`config.mk`:
```
export PLATFORM = sky130hd
export DESIGN_NAME = float_mul_rne
export DESIGN_NICKNAME = d
export VERILOG_FILES = /design/src/rtl/float_pkg.sv /design/src/rtl/float_mul_rne_mul.sv /design/src/rtl/float_mul_rne.sv
export SDC_FILE = /design/constraint.sdc
export NUM_CORES = 1
export LEC_CHECK = 0
export ABC_AREA = 0
export CAP_MARGIN = 40
export CELL_PAD_IN_SITES_DETAIL_PLACEMENT = 1
export CELL_PAD_IN_SITES_GLOBAL_PLACEMENT = 2
export CORE_UTILIZATION = 43
export DETAILED_ROUTE_END_ITERATION = 10
export PLACE_DENSITY = 0.91
export RECOVER_POWER = 100
export SETUP_SLACK_MARGIN = 0.4
export SLEW_MARGIN = 5
export SYNTH_ARGS = -nofsm -noshare
export SYNTH_HDL_FRONTEND = slang
export SYNTH_SLANG_ARGS = --single-unit
```
`constraint.sdc`:
```
create_clock -name clk -period 14 [get_ports clk]
set_clock_uncertainty 0.1 [all_clocks]
set_input_delay 2.8 -clock clk [delete_from_list [all_inputs] [get_ports clk]]
set_output_delay 2.8 -clock clk [all_outputs]
set_load 0.01 [all_outputs]
```
`src/rtl/float_pkg.sv`:
```
// Shared definitions for the iterative single-precision-style multiplier:
// FSM state codes, flag bit positions, operand classes and small helpers.
package float_pkg;

    // FSM state codes
    localparam logic [2:0] ST_IDLE      = 3'd0;
    localparam logic [2:0] ST_UNPACK    = 3'd1;
    localparam logic [2:0] ST_MULTIPLY  = 3'd2;
    localparam logic [2:0] ST_NORMALIZE = 3'd3;
    localparam logic [2:0] ST_ROUND     = 3'd4;
    localparam logic [2:0] ST_PACK      = 3'd5;

    // Bit positions inside the 4-bit flags vector
    localparam int FLG_INVALID   = 3;
    localparam int FLG_OVERFLOW  = 2;
    localparam int FLG_UNDERFLOW = 1;
    localparam int FLG_INEXACT   = 0;

    // Operand classes (subnormals are folded into CLS_ZERO)
    localparam logic [1:0] CLS_ZERO   = 2'd0;
    localparam logic [1:0] CLS_NORMAL = 2'd1;
    localparam logic [1:0] CLS_INF    = 2'd2;
    localparam logic [1:0] CLS_NAN    = 2'd3;

    // Exponent bias for a given exponent width
    function automatic int bias_of(input int exp_w);
        return (1 << (exp_w - 1)) - 1;
    endfunction

    // Canonical quiet NaN: sign 0, exponent all ones, only mantissa MSB set.
    // Returned wide; callers truncate to their own format width.
    function automatic logic [63:0] qnan_of(input int exp_w, input int man_w);
        logic [63:0] r;
        r = ((64'd1 << exp_w) - 64'd1) << man_w;
        r = r | (64'd1 << (man_w - 1));
        return r;
    endfunction

    // Classify an operand from its exponent/mantissa summary bits
    function automatic logic [1:0] classify(input logic exp_zero,
                                            input logic exp_ones,
                                            input logic man_nz);
        logic [1:0] c;
        if (exp_zero)      c = CLS_ZERO;
        else if (exp_ones) c = man_nz ? CLS_NAN : CLS_INF;
        else               c = CLS_NORMAL;
        return c;
    endfunction

endpackage

```
`src/rtl/float_mul_rne_mul.sv`:
```
// Iterative shift-add mantissa multiplier. Retires BPC multiplier bits per
// cycle; the first group is retired on the very edge that samples start, so
// done pulses on the N-th step edge (counting the start edge as the first).
module mant_mul_iter #(
    parameter int W   = 24,
    parameter int BPC = 2
) (
    input  logic           clk,
    input  logic           rst,
    input  logic           start,
    input  logic [W-1:0]   a,
    input  logic [W-1:0]   b,
    output logic [2*W-1:0] product,
    output logic           done
);
    localparam int N  = (W + BPC - 1) / BPC;
    localparam int CW = $clog2(N + 1);
    localparam logic [CW-1:0] CNT_ONE  = CW'(1);
    localparam logic [CW-1:0] CNT_LOAD = CW'(N - 1);

    logic [2*W-1:0] mcand_q, acc_q;
    logic [W-1:0]   mplier_q;
    logic [CW-1:0]  cnt_q;
    logic           done_q;

    logic [2*W-1:0] mcand_c, acc_c, partial_c;
    logic [W-1:0]   mplier_c;
    logic           step_c;

    assign step_c = start || (cnt_q != '0);

    // Select fresh operands on start, then form the partial product of the
    // low BPC multiplier bits as a sum of shifted multiplicands.
    always_comb begin
        mcand_c   = start ? {{W{1'b0}}, a} : mcand_q;
        mplier_c  = start ? b : mplier_q;
        acc_c     = start ? '0 : acc_q;
        partial_c = '0;
        for (int j = 0; j < BPC; j++) begin
            if (mplier_c[j]) partial_c = partial_c + (mcand_c << j);
        end
    end

    // Step counter and done pulse; cleared by reset so no stale done survives
    always_ff @(posedge clk or negedge rst) begin
        if (!rst) begin
            cnt_q  <= '0;
            done_q <= 1'b0;
        end else if (start) begin
            cnt_q  <= CNT_LOAD;
            done_q <= (N == 1);
        end else if (cnt_q != '0) begin
            cnt_q  <= cnt_q - CNT_ONE;
            done_q <= (cnt_q == CNT_ONE);
        end else begin
            done_q <= 1'b0;
        end
    end

    // Accumulate and shift; datapath needs no reset value
    always_ff @(posedge clk) begin
        if (step_c) begin
            acc_q    <= acc_c + partial_c;
            mcand_q  <= mcand_c << BPC;
            mplier_q <= mplier_c >> BPC;
        end
    end

    assign product = acc_q;
    assign done    = done_q;

endmodule

```
`src/rtl/float_mul_rne.sv`:
```
// Multi-cycle floating-point multiplier, round-to-nearest-even, DAZ/FTZ.
// Sequence: IDLE -> UNPACK -> (MULTIPLY -> NORMALIZE -> ROUND ->) PACK.
// Handshake: req is only looked at in IDLE; ack is a one-cycle pulse that
// comes with out/flags, and out/flags hold until the next ack.
module float_mul_rne
    import float_pkg::*;
#(
    parameter int EXP_W = 8,
    parameter int MAN_W = 23,
    parameter int BPC   = 2
) (
    input  logic                 clk,
    input  logic                 rst,
    input  logic                 req,
    input  logic [EXP_W+MAN_W:0] a,
    input  logic [EXP_W+MAN_W:0] b,
    output logic                 ack,
    output logic [EXP_W+MAN_W:0] out,
    output logic [3:0]           flags,
    output logic                 busy,
    output logic [2:0]           dbg_state_o
);
    localparam int FW = 1 + EXP_W + MAN_W;
    localparam int W  = MAN_W + 1;
    localparam int PW = 2 * W;
    localparam logic [FW-1:0] QNAN = FW'(qnan_of(EXP_W, MAN_W));
    localparam logic signed [EXP_W+1:0] BIAS_E = (EXP_W+2)'(bias_of(EXP_W));
    localparam logic signed [EXP_W+1:0] E_MAX  = (EXP_W+2)'((1 << EXP_W) - 1);
    localparam logic signed [EXP_W+1:0] E_ONE  = (EXP_W+2)'(1);
    localparam logic signed [EXP_W+1:0] E_ZERO = '0;

    // Control / output registers
    logic [2:0]    state_q;
    logic          ack_q;
    logic [FW-1:0] out_q;
    logic [3:0]    flags_q;

    // Datapath registers
    logic [FW-1:0]             a_q, b_q;
    logic                      sign_q, special_q, spec_inv_q;
    logic [FW-1:0]             spec_out_q;
    logic [PW-1:0]             prod_q;
    logic signed [EXP_W+1:0]   e_q;
    logic [MAN_W-1:0]          mant_q;
    logic                      g_q, r_q, s_q, inexact_q;

    // Unpack view of the latched operands
    logic [EXP_W-1:0] a_exp, b_exp;
    logic [MAN_W-1:0] a_man, b_man;
    logic [1:0]       a_cls, b_cls;
    logic             sign_c, special_c, spec_inv_c;
    logic [FW-1:0]    spec_out_c;

    assign a_exp  = a_q[FW-2:MAN_W];
    assign b_exp  = b_q[FW-2:MAN_W];
    assign a_man  = a_q[MAN_W-1:0];
    assign b_man  = b_q[MAN_W-1:0];
    assign a_cls  = classify(a_exp == '0, &a_exp, |a_man);
    assign b_cls  = classify(b_exp == '0, &b_exp, |b_man);
    assign sign_c = a_q[FW-1] ^ b_q[FW-1];
    assign special_c = (a_cls != CLS_NORMAL) || (b_cls != CLS_NORMAL);

    // Result for the special path (NaN, inf, zero operands)
    always_comb begin
        spec_out_c = '0;
        spec_inv_c = 1'b0;
        if ((a_cls == CLS_NAN) || (b_cls == CLS_NAN) ||
            ((a_cls == CLS_INF) && (b_cls == CLS_ZERO)) ||
            ((a_cls == CLS_ZERO) && (b_cls == CLS_INF))) begin
            spec_out_c = QNAN;
            spec_inv_c = 1'b1;
        end else if ((a_cls == CLS_INF) || (b_cls == CLS_INF)) begin
            spec_out_c = {sign_c, {EXP_W{1'b1}}, {MAN_W{1'b0}}};
        end else begin
            spec_out_c = {sign_c, {(FW-1){1'b0}}};
        end
    end

    // Mantissa multiplier, launched straight out of UNPACK
    logic          start_c, mul_done;
    logic [PW-1:0] mul_prod;

    assign start_c = (state_q == ST_UNPACK) && !special_c;

    mant_mul_iter #(.W(W), .BPC(BPC)) u_mul (
        .clk     (clk),
        .rst     (rst),
        .start   (start_c),
        .a       ({1'b1, a_man}),
        .b       ({1'b1, b_man}),
        .product (mul_prod),
        .done    (mul_done)
    );

    // Normalize: product is in [1,4); drop the leading one and keep G/R/S
    logic [PW-2:0]    norm_c;
    logic [MAN_W-1:0] nmant_c;
    logic             guard_c, round_c, sticky_c;

    assign norm_c   = prod_q[PW-1] ? prod_q[PW-2:0] : {prod_q[PW-3:0], 1'b0};
    assign nmant_c  = norm_c[PW-2 -: MAN_W];
    assign guard_c  = norm_c[MAN_W];
    assign round_c  = norm_c[MAN_W-1];
    assign sticky_c = |norm_c[MAN_W-2:0];

    // Round to nearest even; a carry-out leaves the mantissa at zero
    logic           round_up_c;
    logic [MAN_W:0] mant_inc_c;

    assign round_up_c = g_q & (r_q | s_q | mant_q[0]);
    assign mant_inc_c = {1'b0, mant_q} + {{MAN_W{1'b0}}, round_up_c};

    // Final result selection with overflow to inf and flush-to-zero
    logic [FW-1:0] pack_out_c;
    logic [3:0]    pack_flags_c;

    always_comb begin
        pack_out_c   = '0;
        pack_flags_c = '0;
        if (special_q) begin
            pack_out_c                = spec_out_q;
            pack_flags_c[FLG_INVALID] = spec_inv_q;
        end else if (e_q >= E_MAX) begin
            pack_out_c                 = {sign_q, {EXP_W{1'b1}}, {MAN_W{1'b0}}};
            pack_flags_c[FLG_OVERFLOW] = 1'b1;
            pack_flags_c[FLG_INEXACT]  = 1'b1;
        end else if (e_q <= E_ZERO) begin
            pack_out_c                  = {sign_q, {(FW-1){1'b0}}};
            pack_flags_c[FLG_UNDERFLOW] = 1'b1;
            pack_flags_c[FLG_INEXACT]   = 1'b1;
        end else begin
            pack_out_c                = {sign_q, e_q[EXP_W-1:0], mant_q};
            pack_flags_c[FLG_INEXACT] = inexact_q;
        end
    end

    // FSM and output registers; reset aborts any operation immediately
    always_ff @(posedge clk or negedge rst) begin
        if (!rst) begin
            state_q <= ST_IDLE;
            ack_q   <= 1'b0;
            out_q   <= '0;
            flags_q <= '0;
        end else begin
            ack_q <= 1'b0;
            case (state_q)
                ST_IDLE:      if (req) state_q <= ST_UNPACK;
                ST_UNPACK:    state_q <= special_c ? ST_PACK : ST_MULTIPLY;
                ST_MULTIPLY:  if (mul_done) state_q <= ST_NORMALIZE;
                ST_NORMALIZE: state_q <= ST_ROUND;
                ST_ROUND:     state_q <= ST_PACK;
                ST_PACK: begin
                    out_q   <= pack_out_c;
                    flags_q <= pack_flags_c;
                    ack_q   <= 1'b1;
                    state_q <= ST_IDLE;
                end
                default:      state_q <= ST_IDLE;
            endcase
        end
    end

    // Datapath stepping, one stage per FSM state
    always_ff @(posedge clk) begin
        case (state_q)
            ST_IDLE: begin
                if (req) begin
                    a_q <= a;
                    b_q <= b;
                end
            end
            ST_UNPACK: begin
                sign_q     <= sign_c;
                special_q  <= special_c;
                spec_out_q <= spec_out_c;
                spec_inv_q <= spec_inv_c;
            end
            ST_MULTIPLY: begin
                if (mul_done) begin
                    prod_q <= mul_prod;
                    e_q    <= $signed({2'b00, a_exp}) + $signed({2'b00, b_exp}) - BIAS_E;
                end
            end
            ST_NORMALIZE: begin
                mant_q <= nmant_c;
                g_q    <= guard_c;
                r_q    <= round_c;
                s_q    <= sticky_c;
                if (prod_q[PW-1]) e_q <= e_q + E_ONE;
            end
            ST_ROUND: begin
                mant_q    <= mant_inc_c[MAN_W-1:0];
                inexact_q <= g_q | r_q | s_q;
                if (mant_inc_c[MAN_W]) e_q <= e_q + E_ONE;
            end
            default: ;
        endcase
    end

    assign ack         = ack_q;
    assign out         = out_q;
    assign flags       = flags_q;
    assign busy        = (state_q != ST_IDLE);
    assign dbg_state_o = state_q;

endmodule
```
# Word level (Yosys, flattened, before mapping)
# Cells that the tools add are included.
classes:
  addsub: 7
  multipliers: 0
  n_div: 0
  n_lt_le_gt_ge: 2
  eq_ne: 16
  shifts: 0
  muxes: 38
  n_bitwise: 6
  n_reduce_logical: 29
ops:
  columns: ["cell", "count"]
  rows:
  - ["$mux W48", 4]
  - ["$add A48 B48 Y48", 2]
  - ["$mux W31", 3]
  - ["$mux W47", 1]
  - ["$pmux W23 S2", 1]
  - ["$reduce_or A23 Y1", 2]
  - ["$mux W32", 1]
  - ["$mux W10", 3]
  - ["$pmux W10 S3", 1]
  - ["$add A23 B1 Y24", 1]
  - ["$mux W22", 1]
  - ["$reduce_or A22 Y1", 1]
  - ["$logic_not A8 Y1", 2]
  - ["$reduce_and A8 Y1", 2]
  - ["$pmux W3 S5", 1]
  - ["$mux W1", 12]
  - ["$mux W3", 4]
  - ["$add A10 B2 Y10 const B", 1]
  - ["$ge A10 B9 Y1 const B", 1]
  - ["$le A10 B1 Y1 const B", 1]
  - ["$sub A9 B7 Y10 const B", 1]
  - ["$add A8 B8 Y9", 1]
  - ["$eq A2 B2 Y1 const B", 4]
  - ["$mux W2", 4]
  - ["other kinds (21)", 43]
totals:
  register_bits: 345
  latchBits: 0
  mem_bits_rw: 0
  romBits: 0
  input_bits: 67
  out_inout_bits: 41
  wordCells: 122
  memories: 0

# Longest topological paths before layout
# Gate-level depths: netlist (run 1).
depth:
  depth_word: 13
  mapped_depth: 36
  ltp_nobuf: 33

# Cells and area by module
# From an unflattened synthesis (run 1), not the netlist that was laid out.
unflattened:
  hier_cells: 1900
  area_unflattened_um2: 19722.7
modules_own_cells:
  columns: ["mod", "instances", "cells_each", "area_per_inst_um2", "seq_area_each_um2"]
  rows:
  - ["mant_mul_iter", 1, 1335, 11527.3, 3608.5]
  - ["float_mul_rne", 1, 565, 8195.4, 5655.4]

# Worst setup path before layout (run 1)
# Ideal clock, no wire load.
synth_timing:
  path_type: "register to register"
  from: "reg a_q[28]"
  to: "reg u_mul.acc_q[47] (netlist: u_mul.product[47]) (data pin)"
  setup_time_ns: 0.190
  arrival_ns: 7.376
  t_required_ns: 13.710
  path_slack_ns: 6.333
  stages_incl_launch_ff: 36
  n_path_buf: 5
  synth_period_minus_slack_ns: 7.667
  path_cell_list: "edfxtp_1 nor4_2 and2_4 nor4b_4 nand2_1 clkbuf_1 clkbuf_1 clkbuf_1 clkbuf_1 clkbuf_1 nand2_1 nand2_1 ha_1 o21a_1 o22ai_1 o211ai_1 o41a_1 o211ai_2 a31oi_1 a221o_1 xnor2_1 a21oi_1 ha_1 a21o_1 a21o_1 a21o_1 a41oi_1 o21ai_0 a221oi_2 o221ai_1 o41ai_4 o21ai_1 a31oi_4 nor2_1 mux2_2 a2111oi_2"
synth_via:
  elab_chain_cells: 12
  elab_cells_between_ends: 15
  cone_classes: "2 x add/sub; 1 x eq/ne; 7 x mux; 5 x reduce/logical"
synth_lines:
  columns: ["item", "line", "source"]
  rows:
  - ["from (decl)", "float_mul_rne.sv:39", "logic [FW-1:0] a_q, b_q;"]
  - ["from (signal assigned)", "float_mul_rne.sv:168", "a_q <= a;"]
  - ["$reduce_and A8 Y1", "float_mul_rne.sv:58", "assign a_cls = classify(a_exp == '0, &a_exp, |a_man);"]
  - ["$mux W2", "float_pkg.sv:45", "else if (exp_ones) c = man_nz ? CLS_NAN : CLS_INF;"]
  - ["$mux W2 *", "float_pkg.sv:44", "if (exp_zero) c = CLS_ZERO;"]
  - ["$ne A2 B1 Y1 *", "float_mul_rne.sv:61", "assign special_c = (a_cls != CLS_NORMAL) || (b_cls != CLS_NORMAL);"]
  - ["$logic_or A1 B1 Y1 *", "float_mul_rne.sv:61", null]
  - ["$logic_not A1 Y1 *", "float_mul_rne.sv:83", "assign start_c = (state_q == ST_UNPACK) && !special_c;"]
  - ["$logic_and A1 B1 Y1 *", "float_mul_rne.sv:83", null]
  - ["$mux W48 *", "float_mul_rne_mul.sv:35", "mcand_c = start ? {{W{1'b0}}, a} : mcand_q;"]
  - ["named net u_mul.mcand_c[6]", "float_mul_rne_mul.sv:26", "logic [2*W-1:0] mcand_c, acc_c, partial_c;"]
  - ["$mux W48", "float_mul_rne_mul.sv:40", "if (mplier_c[j]) partial_c = partial_c + (mcand_c << j);"]
  - ["$add A48 B48 Y48", "float_mul_rne_mul.sv:40", null]
  - ["$mux W48 *", "float_mul_rne_mul.sv:40", null]
  - ["$add A48 B48 Y48 *", "float_mul_rne_mul.sv:63", "acc_q <= acc_c + partial_c;"]
  - ["to (signal assigned)", "float_mul_rne_mul.sv:63", null]
  - ["to (decl)", "float_mul_rne_mul.sv:21", "logic [2*W-1:0] mcand_q, acc_q;"]
# Mark *: on every way through the listed nets, which the timed path passes. The rest lies on a longest branch.
# A chain may end at the register's enable or synchronous reset.

# Final worst setup path (run 1)
layout_timing:
  from: "reg b_q[24]"
  to: "reg u_mul.acc_q[47] (netlist: u_mul.product[47]) (data pin)"
layout_via:
  elab_chain_cells: 12
  elab_cells_between_ends: 15
  cone_classes: "2 x add/sub; 1 x eq/ne; 7 x mux; 5 x reduce/logical"
layout_lines:
  columns: ["item", "line", "source"]
  rows:
  - ["from (decl)", "float_mul_rne.sv:39", null]
  - ["from (signal assigned)", "float_mul_rne.sv:169", "b_q <= b;"]
  - ["$reduce_and A8 Y1", "float_mul_rne.sv:59", "assign b_cls = classify(b_exp == '0, &b_exp, |b_man);"]
  - ["$mux W2", "float_pkg.sv:45", null]
  - ["$mux W2 *", "float_pkg.sv:44", null]
  - ["$ne A2 B1 Y1 *", "float_mul_rne.sv:61", null]
  - ["$logic_or A1 B1 Y1 *", "float_mul_rne.sv:61", null]
  - ["$logic_not A1 Y1 *", "float_mul_rne.sv:83", null]
  - ["$logic_and A1 B1 Y1 *", "float_mul_rne.sv:83", null]
  - ["$mux W48 or $mux W22 (tied branches)", "float_mul_rne_mul.sv:35, float_mul_rne_mul.sv:36", null]
  - ["$mux W48", "float_mul_rne_mul.sv:40", null]
  - ["$add A48 B48 Y48", "float_mul_rne_mul.sv:40", null]
  - ["$mux W48", "float_mul_rne_mul.sv:40", null]
  - ["$add A48 B48 Y48 *", "float_mul_rne_mul.sv:63", null]
# Mark *: on every way between the ends. The rest lies on a longest branch, timed or not.

==> results of run 1 <==
## per-stage QoR
step | setup WS [ps] | cell area (um2) | cells | utilization [%]
finish | 2995 | 21760 | 2549 | 50.30
CTS | 4526 | 21900 | 2549 | 50.62
global route | 1898 | 21760 | 2549 | 50.30
global placement | 4915 | 20640 | 2476 | 47.71
floorplan | 6333 | 18980 | 1847 | -
detailed placement | 4534 | 20700 | 2480 | 47.85
## Yosys cell counts, types with 9 or more instances
| library cell | count | area, um2 |
|---|---|---|
| sky130_fd_sc_hd__a21o_1 | 54 | 405.4 |
| sky130_fd_sc_hd__a21oi_1 | 133 | 665.6 |
| sky130_fd_sc_hd__a221o_1 | 10 | 100.1 |
| sky130_fd_sc_hd__a22o_1 | 23 | 201.4 |
| sky130_fd_sc_hd__a31oi_1 | 16 | 100.1 |
| sky130_fd_sc_hd__and2_1 | 82 | 513.0 |
| sky130_fd_sc_hd__and3_1 | 40 | 250.2 |
| sky130_fd_sc_hd__and4_1 | 10 | 87.58 |
| sky130_fd_sc_hd__clkbuf_1 | 67 | 251.5 |
| sky130_fd_sc_hd__dfrtp_1 | 45 | 1126 |
| sky130_fd_sc_hd__edfxtp_1 | 271 | 8138 |
| sky130_fd_sc_hd__ha_1 | 110 | 1376 |
| sky130_fd_sc_hd__inv_1 | 50 | 187.7 |
| sky130_fd_sc_hd__mux2_2 | 9 | 101.4 |
| sky130_fd_sc_hd__mux2i_1 | 31 | 310.3 |
| sky130_fd_sc_hd__nand2_1 | 255 | 957.2 |
| sky130_fd_sc_hd__nand2b_1 | 14 | 87.58 |
| sky130_fd_sc_hd__nand3_1 | 45 | 225.2 |
| sky130_fd_sc_hd__nand4_1 | 23 | 143.9 |
| sky130_fd_sc_hd__nor2_1 | 102 | 382.9 |
| sky130_fd_sc_hd__nor2b_1 | 14 | 87.58 |
| sky130_fd_sc_hd__nor3_1 | 29 | 145.1 |
| sky130_fd_sc_hd__nor4_1 | 21 | 131.4 |
| sky130_fd_sc_hd__o21a_1 | 16 | 120.1 |
| sky130_fd_sc_hd__o21ai_0 | 100 | 500.5 |
| sky130_fd_sc_hd__o21bai_1 | 19 | 142.6 |
| sky130_fd_sc_hd__or3_1 | 12 | 75.07 |
| sky130_fd_sc_hd__xnor2_1 | 76 | 665.6 |
| sky130_fd_sc_hd__xor2_1 | 45 | 394.1 |
## state kept, by name, summed over array words and instances, names as in the netlist, 10 cells and up
register        cells
prod_q             48
u_mul.product      48
u_mul.mcand_q      46
a_q                32
b_q                32
out                32
mant_q             23
u_mul.mplier_q     22
e_q                10
## report_power, final
group,internal (mW),total [mW],switching [mW]
Clock,0.563,0.958,0.395
Combinational,1.24,3.12,1.88
Sequential,1.55,1.74,0.190
Total,3.35,5.82,2.47
## cells by family (layout without fill, tap and decap cells)
kind of cell	count (synthesis)	after routing	synth area share, %
AO/OA/AOI/OAI	456	456	15.87
XOR/XNOR	121	121	5.585
adder cells (fa/ha/maj)	113	113	7.569
buffers and inverters	131	248	2.650
flip-flops	316	316	48.82
multiplexers	40	40	2.169
AND/OR/NAND/NOR	670	670	17.34
## final cells by class
cell class,count,area (um2)
multi-input combinational,1400,9204
tap,585,732.0
clock buffer,55,1055
sequential,316,9264
inverter,52,195.2
clock inverter,14,143.9
timing repair buffer,127,1167
fill,4739,21510
## worst max path at each step
stage | start | endpoint | slack, ps | cells past startpoint
final | b_q[24] | u_mul.product[47] | 3000 | 24
after global placement | dbg_state_o[0] | u_mul.product[47] | 4910 | 29
after CTS | dbg_state_o[0] | u_mul.product[47] | 4530 | 32
after detailed placement | dbg_state_o[0] | u_mul.product[47] | 4530 | 32
after global routing | b_q[24] | u_mul.product[47] | 1900 | 24
after floorplan | a_q[28] | u_mul.product[47] | 6330 | 35
## routing by layer
| layer | vias to the layer above | GRT usage [%] |
|---|---|---|
| met5 | - | 0 |
| met4 | 4 | 7.446 |
| met3 | 87 | 3.087 |
| met2 | 261 | 39.25 |
| met1 | 7080 | 29.76 |
| li1 | 6989 | - |
==> metrics.log, run 1 <==
[metrics] IR Drop Worst-Case VDD: around 0.20 mV
[metrics] count of antenna-violating nets left after detailed routing: 0
[metrics] # Max-Cap Violations: 11
[metrics] half-perimeter wire length after detailed placement: roughly 37 mm
[metrics] number of buffers inserted by port buffering: between 100 and 150
[metrics] Post-synth EDFFs: about 270
[metrics] count of endpoints failing setup in the final report: 0
[metrics] height of the chip: 212.1 um
[metrics] max_slew headroom: -140.9%
[metrics] overall via count from detail_route: 14420
[metrics] deepest clock path buffer count: 3
[metrics] Netlist Area Pre-Place: 18980 um2
[metrics] most frequent standard cell in the layout excluding fill and tap cells: sky130_fd_sc_hd__edfxtp_1
[metrics] clock tree from TritonCTS: yes
[metrics] synthesized netlist net count: ~2000
[metrics] power density normalized to cell area: between 200 and 300 nW/um2
[metrics] effective utilization at floorplan: roughly 44%
[metrics] Reg-to-Reg Start: b_q[24]
[metrics] leakage dissipation: approximately 9 nW
[metrics] Root Driver: sky130_fd_sc_hd__clkbuf_16
[metrics] routed length per placed instance: just under 20 um
[metrics] clock slew at the register clock pins of the worst setup and hold paths: 60 ps
[metrics] Met2 Wirelength: roughly 24 mm
[metrics] GRT overflow: 0
[metrics] layout net count: 2115
[metrics] final max-slew violation count: around 540
[metrics] Die Outline Area: 44980 um2
[metrics] pin count of the biggest net entering global routing: 65
[metrics] count of pins on the block boundary: approximately 110
[metrics] start-to-end type of the worst setup path: reg -> reg
[metrics] synthesized netlist cell count: 1847
[metrics] die extent in x: about 210 um
[metrics] Routability Congestion: 0.8748
[metrics] kind of capture point of the worst setup path: register
[metrics] Hold-fix buffers, CTS: 0
[metrics] Worst Hold Margin: between 300 and 400 ps
[metrics] WL met3: ~2.0 mm
[metrics] area of the core region: between 40000 and 50000 um2
[metrics] unrepaired setup endpoints after global routing: no
[metrics] overall power after layout: 5.819 mW
[metrics] failing checks: capacitance limit, slew limit
[metrics] worst hold-check path type: reg -> reg
[metrics] global-route usage over all layers: 22.89%
[metrics] post-route setup TNS: 0 ps
[metrics] fin crit share: 78.61%
[metrics] register bit total from synthesis: 316
[metrics] count of antenna diodes in the layout: 0
[metrics] clock latency reported for the late side of the worst-skew pair: 560 ps
[metrics] Arr. time, crit path: about 11000 ps
[metrics] worst hold path stage count: 0
[metrics] delay-heaviest family, CP: compound AO/OA/AOI/OAI gates
[metrics] status: finished with violations
[metrics] worst path cell trace: nor4_1 > nand2_1 > nor4b_1 > clkbuf_1 > nand2_1 > clkbuf_1 > buf_4 > mux2i_1 > buf_4 > nor2_1 > o32ai_1 > ha_1 > nand4b_1 > a31oi_1 > a2111oi_0 > nor3_1 > a221oi_1 > o221ai_1 > o41ai_4 > o21ai_0 > a31oi_4 > nor2_1 > mux2_2 > a2111oi_2
[metrics] proportion of register bits with asynchronous set or reset after synthesis: between 10 and 15%
[metrics] global-route wire length before repair: 81.41 mm
[metrics] number of buffers and inverters on the critical path: 4
[metrics] setup slack, reg-to-reg: ~3000 ps
[metrics] number of warning messages in the yosys log: 0
[metrics] sequential fraction of the synthesis area: between 40% and 50%
[metrics] number of antenna violations at the first check in global routing: 3
[metrics] number of library cell types mapped by synthesis: 79
[metrics] proportion of layout cells with a drive suffix above 1: 4.633%
[metrics] capture point of the worst reg-to-reg path: u_mul.product[47]
[metrics] critical-path maximum fanout: between 50 and 60
[metrics] Area Growth Syn to Fin: 14.67%
[metrics] sink of the worst hold path: prod_q[43]
[metrics] number of violations reported at the end of detailed-routing iteration 0: 868
[metrics] number of gates resized after CTS: 0
[metrics] total setup buffers inserted after CTS: 0
[metrics] launch instance of the worst min-delay path: u_mul.product[43]
[metrics] ys flop type: sky130_fd_sc_hd__edfxtp_1
[metrics] measured slew at the worst slew-check pin: 3614 ps
[metrics] mean post-synth cell area: 10.27 um2
[metrics] library cell contributing the largest single delay on the critical path: sky130_fd_sc_hd__nand2_1
[metrics] met1 wire length: 22.86 mm
[metrics] final critical delay including setup and external delays: roughly 11000 ps
[metrics] highest-count cells in the layout ignoring fill and taps: sky130_fd_sc_hd__edfxtp_1, sky130_fd_sc_hd__nand2_1, sky130_fd_sc_hd__a21oi_1
[metrics] top sig layer: met5
[metrics] post-route DRC violation count: 0
[metrics] standard-cell row count: 76
[metrics] peak per-stage delay on the critical path: 1550 ps
[metrics] number of levels the H-tree was split into: 2
[metrics] sinks on the clock net: ~320
[metrics] hold violation count in the final report: 0
[metrics] vias in the first global route: between 15000 and 20000
[metrics] post-DR vias/cell: approximately 5.7
[metrics] highest clock frequency the design can meet: ~90 MHz
[metrics] Inserted Clock Buffers: 38
[metrics] Worst setup SP type: register
[metrics] Routed WL: 50.10 mm
[metrics] R2R depth: 24
[metrics] detailed-router iteration count before antenna repair: 4
[metrics] required time reported for the critical path endpoint: 14250 ps
Power figures use the tool's default switching activity.
==> run 2: changes to the inputs <==
--- a/config.mk
+++ b/config.mk
@@ -9,9 +9,9 @@
 export CAP_MARGIN = 40
 export CELL_PAD_IN_SITES_DETAIL_PLACEMENT = 1
 export CELL_PAD_IN_SITES_GLOBAL_PLACEMENT = 2
-export CORE_UTILIZATION = 43
+export CORE_UTILIZATION = 40
 export DETAILED_ROUTE_END_ITERATION = 10
-export PLACE_DENSITY = 0.91
+export PLACE_DENSITY = 0.86
 export RECOVER_POWER = 100
 export SETUP_SLACK_MARGIN = 0.4
 export SLEW_MARGIN = 5
==> constraint.sdc (replaced) <==
create_clock -name clk -period 11.2 [get_ports clk]
set_clock_uncertainty 0.1 [all_clocks]
set_input_delay 2.24 -clock clk [delete_from_list [all_inputs] [get_ports clk]]
set_output_delay 2.24 -clock clk [all_outputs]
set_load 0.01 [all_outputs]
==> metrics.log, run 2 (synthesized netlist as in run 1, its figures left out) <==
[metrics] Routability Congestion: 0.8692 (-0.64%)
[metrics] global-route wire length before repair: 83.95 mm (+3.1%)
[metrics] area of the core region: 46650 um2 (+7.8%)
[metrics] number of buffers inserted by port buffering: 107 (unchanged)
[metrics] most frequent standard cell in the layout excluding fill and tap cells: sky130_fd_sc_hd__edfxtp_1
[metrics] clock slew at the register clock pins of the worst setup and hold paths: 60 ps (about the same)
[metrics] Hold-fix buffers, CTS: 0 (unchanged)
[metrics] capturing instance or port of the critical path: u_mul.product[47]
[metrics] start-to-end type of the worst setup path: reg -> reg
[metrics] non-filler instance count after layout: 2572 (+0.90%)
[metrics] end-of-flow core utilization: 46.72% (-3.6 points)
[metrics] peak per-stage delay on the critical path: 750 ps (-800 ps)
[metrics] global-route usage over all layers: 22.15% (-0.74 points)
[metrics] area of combinational cells with multiple inputs: 9215 um2 (+0.12%)
[metrics] post-DR vias/cell: 5.612 (-0.81%)
[metrics] clock latency reported for the late side of the worst-skew pair: 570 ps (about the same)
[metrics] unrepaired setup endpoints after global routing: no
[metrics] Worst Hold Margin: 337.8 ps (-0.2640 ps)
[metrics] number of gates resized after CTS: 0 (unchanged)
[metrics] power density normalized to cell area: 336.9 nW/um2 (+26%)
[metrics] count of antenna-violating nets left after detailed routing: 0 (unchanged)
[metrics] Root Driver: sky130_fd_sc_hd__clkbuf_16
[metrics] die extent in x: 219.8 um (+3.6%)
[metrics] number of violations reported at the end of detailed-routing iteration 0: 826 (-4.8%)
[metrics] post-route DRC violation count: 24 (+24)
[metrics] setup ws final: 1247 ps (-1748 ps)
[metrics] Die Outline Area: 48320 um2 (+7.4%)
[metrics] overall via count from detail_route: 14430 (+0.083%)
[metrics] status: finished with violations
[metrics] Placement Setup Slack: 1742 ps (-2792 ps)
[metrics] half-perimeter wire length after detailed placement: 38.49 mm (+4.1%)
[metrics] final std cell area, no fill: 21800 um2 (+0.17%)
[metrics] delay-heaviest family, CP: compound AO/OA/AOI/OAI gates
[metrics] Worst setup SP type: register
[metrics] max_slew headroom: -146.9% (-5.9 points)
[metrics] setup slack, reg-to-reg: 1250 ps (-1750 ps)
[metrics] count of pins on the block boundary: 108 (unchanged)
[metrics] measured slew at the worst slew-check pin: 3703 ps (+89.02 ps)
[metrics] capture point of the worst reg-to-reg path: u_mul.product[47]
[metrics] sinks on the clock net: 316 (unchanged)
[metrics] Area Growth Syn to Fin: 14.86%
[metrics] cell count after placement: 2502 (+0.89%)
[metrics] failing checks: DRC, capacitance limit, slew limit
[metrics] deepest clock path buffer count: 3 (unchanged)
[metrics] number of levels the H-tree was split into: 2 (unchanged)
[metrics] R2R depth: 32 (+33%)
[metrics] highest clock frequency the design can meet: 100.5 MHz (+11%)
[metrics] fin crit share: 88.87% (+10 points)
[metrics] number of buffers and inverters on the critical path: 3 (-1)
[metrics] launch instance of the worst min-delay path: u_mul.product[4]
[metrics] sequential standard cell area: 9264 um2 (unchanged)
[metrics] Critical Path Start: a_q[30]
[metrics] count of antenna diodes in the layout: 0 (unchanged)
[metrics] most common cell type on the critical path: sky130_fd_sc_hd__nor2_1
[metrics] Arr. time, crit path: 10220 ps (-1040 ps)
[metrics] leakage dissipation: 9.011 nW (about the same)
[metrics] standard-cell row count: 79 (+3.9%)
[metrics] Reg-to-Reg Start: a_q[30]
[metrics] routed length per placed instance: 20.42 um (+3.9%)
[metrics] worst hold-check path type: reg -> reg
[metrics] required time reported for the critical path endpoint: 11460 ps (-2790 ps)
[metrics] final max-slew violation count: 370 (-31%)
[metrics] vias in the first global route: 15130 (+0.020%)
[metrics] post-placement cell area: 20730 um2 (+0.13%)
[metrics] kind of capture point of the worst setup path: register
[metrics] overall power after layout: 7.342 mW (+26%)
[metrics] number of filler instances in the final layout: 5131 (+8.3%)
[metrics] Routed WL: 52.53 mm (+4.8%)
[metrics] proportion of layout cells with a drive suffix above 1: 4.987% (+0.35 points)
[metrics] highest-count cells in the layout ignoring fill and taps: sky130_fd_sc_hd__edfxtp_1, sky130_fd_sc_hd__nand2_1, sky130_fd_sc_hd__a21oi_1
[metrics] detailed-router iteration count before antenna repair: 8 (+4)
[metrics] count of endpoints failing setup in the final report: 0 (unchanged)
[metrics] total setup buffers inserted after CTS: 0 (unchanged)
[metrics] hold violation count in the final report: 0 (unchanged)
[metrics] height of the chip: 219.8 um (+3.6%)
[metrics] total number of cells along the worst setup path: 32 (+33%)
[metrics] # Max-Cap Violations: 9 (-2)
[metrics] final critical delay including setup and external delays: 9953 ps (-1052 ps)
[metrics] post-route setup TNS: 0 ps (unchanged)
[metrics] pin count of the biggest net entering global routing: 65 (unchanged)
[metrics] effective utilization at floorplan: 40.68% (-3.2 points)
[metrics] critical-path maximum fanout: 21 (-64%)
[metrics] GRT overflow: 0 (unchanged)
[metrics] number of antenna violations at the first check in global routing: 3 (unchanged)
[metrics] Inserted Clock Buffers: 38 (unchanged)
[metrics] IR Drop Worst-Case VDD: 0.1997 mV (+1.1%)
[metrics] clock tree from TritonCTS: yes
[metrics] layout net count: 2115 (unchanged)
[metrics] library cell contributing the largest single delay on the critical path: sky130_fd_sc_hd__clkbuf_1
## run 2: cell types whose count changed in the layout (fill, tap and decap cells not counted), sizes merged
| cell | change |
|---|---|
| inv | -1 |
| clkinv | +2 |
| clkbuf | -4 |
| buf | +1 |
| bufinv | -1 |
| clkinvlp | +4 |
## run 2: layout make-up
cell class	instances	share of cell area [%]
sequential	316	42.50
inverter	52	0.8955
tap	607	3.484
timing repair buffer	127	5.373
multi-input combinational	1400	42.28
clock buffer	52	4.747
clock inverter	18	0.7233
## run 2: worst min path at each step
stage,to,depth (start not counted),slack (ps)
4_1_cts,prod_q[4],0,340
3_3_place_gp,prod_q[17],0,330
6_report,prod_q[4],0,340
3_5_place_dp,prod_q[4],0,330
2_1_floorplan,prod_q[0],0,320
5_1_grt,prod_q[4],0,350
## run 2: per-layer routing
metal	vias up	track usage, %	share of wire, %
li1	6975	-	-
met1	7116	29.33	46
met2	257	37.37	47
met3	83	2.802	3.8
met4	2	7.287	2.7
met5	-	0	0.036
## run 2: power by group
part	leakage, nW	internal, mW	total, mW	switching, mW
Sequential	3.30	1.94	2.19	0.256
Combinational	5.14	1.55	3.95	2.40
Clock	0.564	0.679	1.20	0.520
